## src/rtl/pc_sequencer_fsm.sv

```systemverilog
// Multicycle instruction sequencer: owns PC write enable / next-PC select,
// IR / register-file / data-memory write strobes, and a retired-instruction counter.
module pc_sequencer_fsm #(
    parameter logic [5:0] OP_RTYPE = 6'b100000,
    parameter logic [5:0] OP_ADDI  = 6'b111000,
    parameter logic [5:0] OP_LW    = 6'b001111,
    parameter logic [5:0] OP_SW    = 6'b011111,
    parameter logic [5:0] OP_BEQ   = 6'b000000,
    parameter logic [5:0] OP_J     = 6'b111111,
    parameter int          CNT_W    = 32
) (
    input  logic             CLK,
    input  logic             reset,
    input  logic [5:0]       opcode,
    input  logic             zero,
    input  logic             mem_ready,
    output logic             PC_WE,
    output logic [1:0]       PC_sel,
    output logic             IR_WE,
    output logic             RF_WE,
    output logic             MEM_WE,
    output logic             mem_req,
    output logic             illegal_op,
    output logic [2:0]       state,
    output logic [CNT_W-1:0] instr_count
);

    // state  | meaning
    // FETCH  | request instruction word; on ready load IR and PC <= PC+4
    // DECODE | jump completes here, illegal opcodes abort, others go to EXEC
    // EXEC   | branch resolves here; loads/stores go to MEM, ALU ops to WB
    // MEM    | data access, stalls until ready; store retires on ready
    // WB     | one-cycle register-file write, instruction retires
    typedef enum logic [2:0] {
        S_FETCH  = 3'd0,
        S_DECODE = 3'd1,
        S_EXEC   = 3'd2,
        S_MEM    = 3'd3,
        S_WB     = 3'd4
    } state_t;

    localparam logic [1:0] SEL_PC4    = 2'd0;
    localparam logic [1:0] SEL_BRANCH = 2'd1;
    localparam logic [1:0] SEL_JUMP   = 2'd2;

    state_t            state_q;
    state_t            state_d;
    logic              retire;
    logic [CNT_W-1:0]  instr_count_q;

    // State register and retired-instruction counter (wraps naturally).
    always_ff @(posedge CLK) begin
        if (reset) begin
            state_q       <= S_FETCH;
            instr_count_q <= '0;
        end else begin
            state_q <= state_d;
            if (retire) begin
                instr_count_q <= instr_count_q + CNT_W'(1);
            end
        end
    end

    // Next-state and strobe decode; reset gates every strobe so nothing writes in that cycle.
    always_comb begin
        state_d    = state_q;
        retire     = 1'b0;
        PC_WE      = 1'b0;
        PC_sel     = SEL_PC4;
        IR_WE      = 1'b0;
        RF_WE      = 1'b0;
        MEM_WE     = 1'b0;
        mem_req    = 1'b0;
        illegal_op = 1'b0;

        case (state_q)
            S_FETCH: begin
                mem_req = 1'b1;
                if (mem_ready) begin
                    IR_WE   = 1'b1;
                    PC_WE   = 1'b1;
                    state_d = S_DECODE;
                end
            end
            S_DECODE: begin
                if (opcode == OP_J) begin
                    PC_WE   = 1'b1;
                    PC_sel  = SEL_JUMP;
                    retire  = 1'b1;
                    state_d = S_FETCH;
                end else if (opcode == OP_RTYPE || opcode == OP_ADDI || opcode == OP_LW ||
                             opcode == OP_SW    || opcode == OP_BEQ) begin
                    state_d = S_EXEC;
                end else begin
                    illegal_op = 1'b1;
                    state_d    = S_FETCH;
                end
            end
            S_EXEC: begin
                if (opcode == OP_BEQ) begin
                    PC_sel  = SEL_BRANCH;
                    PC_WE   = zero;
                    retire  = 1'b1;
                    state_d = S_FETCH;
                end else if (opcode == OP_LW || opcode == OP_SW) begin
                    state_d = S_MEM;
                end else if (opcode == OP_RTYPE || opcode == OP_ADDI) begin
                    state_d = S_WB;
                end else begin
                    // Opcode changed under us after decode: abandon without writing.
                    state_d = S_FETCH;
                end
            end
            S_MEM: begin
                mem_req = 1'b1;
                if (opcode == OP_SW) begin
                    MEM_WE = mem_ready;
                    if (mem_ready) begin
                        retire  = 1'b1;
                        state_d = S_FETCH;
                    end
                end else if (opcode == OP_LW) begin
                    if (mem_ready) begin
                        state_d = S_WB;
                    end
                end else if (mem_ready) begin
                    state_d = S_FETCH;
                end
            end
            S_WB: begin
                RF_WE   = 1'b1;
                retire  = 1'b1;
                state_d = S_FETCH;
            end
            default: begin
                state_d = S_FETCH;
            end
        endcase

        if (reset) begin
            state_d    = S_FETCH;
            retire     = 1'b0;
            PC_WE      = 1'b0;
            PC_sel     = SEL_PC4;
            IR_WE      = 1'b0;
            RF_WE      = 1'b0;
            MEM_WE     = 1'b0;
            mem_req    = 1'b0;
            illegal_op = 1'b0;
        end
    end

    assign state       = state_q;
    assign instr_count = instr_count_q;

endmodule

```

## config.mk

```make
export PLATFORM = sky130hd
export DESIGN_NAME = pc_sequencer_fsm
export DESIGN_NICKNAME = d
export VERILOG_FILES = /design/src/rtl/pc_sequencer_fsm.sv
export SDC_FILE = /design/constraint.sdc
export NUM_CORES = 1
export LEC_CHECK = 0
export BUFFER_PORTS_ARGS = -buffer_cell sky130_fd_sc_hd__buf_2
export CAP_MARGIN = 25
export CORE_ASPECT_RATIO = 1.75
export CORE_MARGIN = 2
export CORE_UTILIZATION = 55
export CTS_BUF_LIST = sky130_fd_sc_hd__clkbuf_4 sky130_fd_sc_hd__clkbuf_8
export DETAILED_ROUTE_END_ITERATION = 8
export PLACE_DENSITY = 0.9
export SYNTH_ARGS = -nofsm -noshare
export SYNTH_HDL_FRONTEND = slang
export SYNTH_SLANG_ARGS = --single-unit
```

## constraint.sdc

```tcl
create_clock -name CLK -period 4.6 [get_ports CLK]
set_input_delay 0.92 -clock CLK [delete_from_list [all_inputs] [get_ports CLK]]
set_output_delay 0.92 -clock CLK [all_outputs]
set_load 0.02 [all_outputs]
```

; ---- Word-level counts from Yosys, hierarchy flattened
; Cells that the tools add are included.
[totals]
inputBits = 10
ff_bits = 35
output_inout_bits = 43
n_memories = 0
ramBits = 0
word_cells = 60
rom_bits = 0
latch_bits = 0
[op_classes]
bitwise_logic = 0
order_cmp = 0
add_sub_neg = 1
shift = 0
multipliers = 0
n_div = 0
n_eq_ne = 11
n_mux = 37
n_reduce_logical = 9
[ops]
columns = operator, n
row1 = $add 32x1->32 const B, 1
row2 = $mux 3, 8
row3 = $mux 1, 21
row4 = $eq 6x6->1 const B, 3
row5 = $pmux 3 s4, 1
row6 = $mux 2, 4
row7 = $eq 3x2->1 const B, 2
row8 = $eq 6x4->1 const B, 1
row9 = $eq 6x5->1 const B, 1
row10 = $logic_not 6->1, 1
row11 = $logic_or 1x1->1, 5
row12 = $ne 4x4->1 const B, 1
row13 = $pmux 1 s4, 1
row14 = $pmux 2 s2, 1
row15 = $eq 3x1->1 const B, 1
row16 = $eq 3x3->1 const B, 1
row17 = $logic_not 3->1, 1
row18 = $pmux 1 s3, 1
row19 = $ne 2x2->1 const B, 1
row20 = $reduce_and 2->1, 1
row21 = $reduce_or 2->1, 1

; ---- Logic depth before layout (Yosys ltp)
[depth]
depth_word = 9
mapped_depth = 9
ltp_nobuf = 6

; ---- Worst setup path after synthesis
; No wires, ideal clock.
[synth_timing]
path_kind = input -> output
start = in opcode[2]
end = out PC_WE
required_time_ps = 3680
path_buffers = 0
path_slack_ps = 1625
arrival_time_ps = 2055
stages = 5
cell_sequence = nor3_1 -> nand2_1 -> o22ai_1 -> a21oi_1 -> nor3_1
[synth_via]
elab_chain_len = 4
word_cells_on_any_way = 6
classes_between = 1 x eq/ne / 4 x mux / 1 x reduce/logical
[synth_rtl]
columns = element, line_no
row1 = from (decl), 14  ; input logic [5:0] opcode,
row2 = $eq 6x6->1 or $logic_not 6->1 (tied branches), "86, 100"
row3 = "$mux 1, on equally long branches", "86, 100"
row4 = $pmux 1 s3 *, 76  ; case (state_q)
row5 = $mux 1 *, 140  ; if (reset) begin
row6 = to (decl), 17  ; output logic PC_WE,
; Mark *: on every way between the ends. The rest lies on a longest branch, timed or not.

; ---- Final worst setup path
; Ends and elaborated chain as after synthesis.

==> results.cfg <==
[outcome]
outcome = finished, final reports clean

[die]
fp-row-count = 28
start_util = 0.573
die_w_um = 49.0
coreArea_um2 = 3400
ios = 53
die_area_um2 = 4050
dieHeight_um = 82.7

[sta]
period_minus_slack_ns = 3.06
fin_setup_tns_ns = 0
fin_skew_ns = 0.00588
hold_viol = 0
setup_violations = 0
relSlewSlack = 0.512
worst_pin_slew_ns = 0.732
whs_ns = 0.484
fmax_mhz = 326
finalCritPeriodShare = 0.666
rsz0062_at_grt = false
slew_viol_final = 0

[hold_path]
min_from = instr_count[31]
hold_path.class = flop to flop
hold_depth = 2
worstHoldEndpoint = instr_count[31]

[synthesis]
yosysWarnings = 0
synth_ff_type = dfxtp_1
yosysSeqAreaShare = 0.360
yosys.area_share.adder = 0.00643
synth_edf_count = 0
yosysMostFrequentCell = dfxtp_1
yosys-mux-area-fraction = 0.0334
synth_top_family_by_area = simple AND/OR/NAND/NOR gates
syn_area_um2 = 1950
synth_top_area_frac = 0.360
ys_ff_latch = 35
syn_nets = 258
async_flop_share = 0
synthTopCellsByArea = dfxtp_1 (36%), or4_1 (7.3%), a21oi_1 (6.9%)
synth_common_cells = dfxtp_1 (35), a21oi_1 (27), nand2_1 (20), or4_1 (19), o31ai_1 (16)
synth_compound_area_frac = 0.176
syn_avg_cell_area_um2 = 7.88
yosysUniqueCellTypes = 39
yosysTopAreaCell = dfxtp_1
yosys.area_share.simple = 0.367
syn_inst = 247
synth-xor-area-share = 0.0135

[cells_and_area]
drive_above_1_share = 0.234
num_antenna_cells = 0
nFillCells = 309
area_growth_pct = 18.4
fin_util = 0.678
layout.cells.non_filler = 335
final_nets = 300

[grt]
overflow = 0
grt_pass1_wl_mm = 7.42
grt_usage = 0.236
antenna_found_initial = 0
grt_pass1_vias = 1702
grt_max_degree = 43

[power_and_ir_drop]
comb_power_share = 0.050
power.switching_mw = 0.130
p_clk_frac = 0.428
pwr-share-seq = 0.521
p_int_mw = 0.456
powerDensity_nw_per_um2 = 254
irDropWorstVdd_v = 0.000197
leakagePower_nw = 0.853
switching_share = 0.222

[detailed_routing]
viasPerCell = 6.04
drt_iter0_drc = 62
drt-total-wl_mm = 4.62
drc = 0
vias = 2022
antenna_left = 0
first_pass_iters = 4
post_drt_wl_per_cell_um = 13.8

[critical_path]
reg2reg_from = state[1]
arrival_ns = 2.14
critPathMaxFanout = 4
ff2ff_path_depth = 6
critPathSlowestCell = nor3_1
end_kind = output port
crit_chain = buf_2 -> nor3_1 -> nand2_1 -> o22ai_1 -> a21oi_1 -> nor3_1 -> buf_2
r2r_slack_ns = 1.93
critPathLaunchType = input pin
r2r_end = instr_count[6]
slowest_delay_ns = 0.35
path_class = input pin to output port
critical_path_required_ns = 3.68

[cts]
cts_tree = done
root_buffer = clkbuf_8
path_clk_slew_ns = 0.07
clkSinkCount = 35
cts.repair.resized = 0
cts-hold-fix-buffers = 0
clockBufferDepth = 2
numCtsBuffers = 5
clk_latency_ns = 0.29
postCtsSetupBuffers = 0
h-tree-depth = 2

[placed_design]
placement.io_buffers = 52
gp_congestion = 0.792
dpl.hpwl_mm = 3.36
dp.cells = 327

[job]
cap_violations = 0
[final cells by class]
type                    count  area, um2  area share
multi-input cells         190       1160       0.504
flip-flops and latches     35        701       0.304
repair buffers             53        268       0.116
clock buffers               8        104      0.0451
well taps                  45       56.3      0.0244
inverters                   4       15.0     0.00651
[sequential cells by signal (all words and copies together) (netlist names)]
signal and flops:
instr_count 32, state 3
[cells by family after synthesis]
| kind of cell | count (synthesis) |
|---|---|
| flip-flops | 35 |
| AO/OA/AOI/OAI | 57 |
| XOR/XNOR | 3 |
| buffers and inverters | 22 |
| multiplexers | 6 |
| adder cells (fa/ha/maj) | 1 |
| AND/OR/NAND/NOR | 123 |
[power groups by stage]
stage,combinational (mW),clock [mW],sequential [mW]
after global placement,0.0286,0,0.312
final,0.0295,0.251,0.305
after global routing,0.0326,0.268,0.306
after CTS,0.0293,0.254,0.305
after detailed placement,0.0292,0,0.312
after floorplan,0.0187,0,0.312
[worst max path at each step]
stage	to	start	cells past startpoint
after floorplan	PC_WE	opcode[2]	5
after global placement	instr_count[6]	opcode[2]	7
after detailed placement	instr_count[6]	opcode[2]	7
after CTS	PC_WE	opcode[2]	7
after global routing	PC_WE	opcode[2]	7
final	PC_WE	opcode[2]	7
[metal layers]
layer	wire (um)	GRT usage
met1	1910	0.262
met2	2380	0.414
met3	182	0.0414
met4	142	0.157
met5	0	0
[placed cells by master (no fill, tap or decap), types with 2 or more instances in the layout]
cell type and instances:
nor4_1 2, o31ai_1 16, or4_1 19, nor4b_1 3, nand3_1 11, and3_1 3, xnor2_1 2, clkbuf_8 7
buf_2 52, nand2_1 20, dfxtp_1 35, o21ai_0 8, a21oi_1 27, inv_1 4, or3_1 12, and2_1 2
nor2_1 15, nor2b_1 5, or2_2 2, mux2_2 4, and4_1 2, nor3b_1 2, mux2i_1 2, nor3_1 9
nand4_1 7, nand3b_1 5
[stage by stage]
| step | instance area, um2 | power, mW | worst slack [ns] |
|---|---|---|---|
| 2_1_floorplan | 1950 | 0.330 | 1.63 |
| 3_3_place_gp | 2200 | 0.341 | 1.45 |
| 3_5_place_dp | 2200 | 0.342 | 1.40 |
| 4_1_cts | 2300 | 0.589 | 1.53 |
| 5_1_grt | 2300 | 0.607 | 1.38 |
| 6_report | 2300 | 0.586 | 1.54 |
[critical path, delay by kind of cell]
family	cells	cell delay (ns)
AND/OR/NAND/NOR	3	0.67
AO/OA/AOI/OAI	2	0.24
buffers and inverters	2	0.31
No activity file was read; power rests on OpenSTA's default activity.
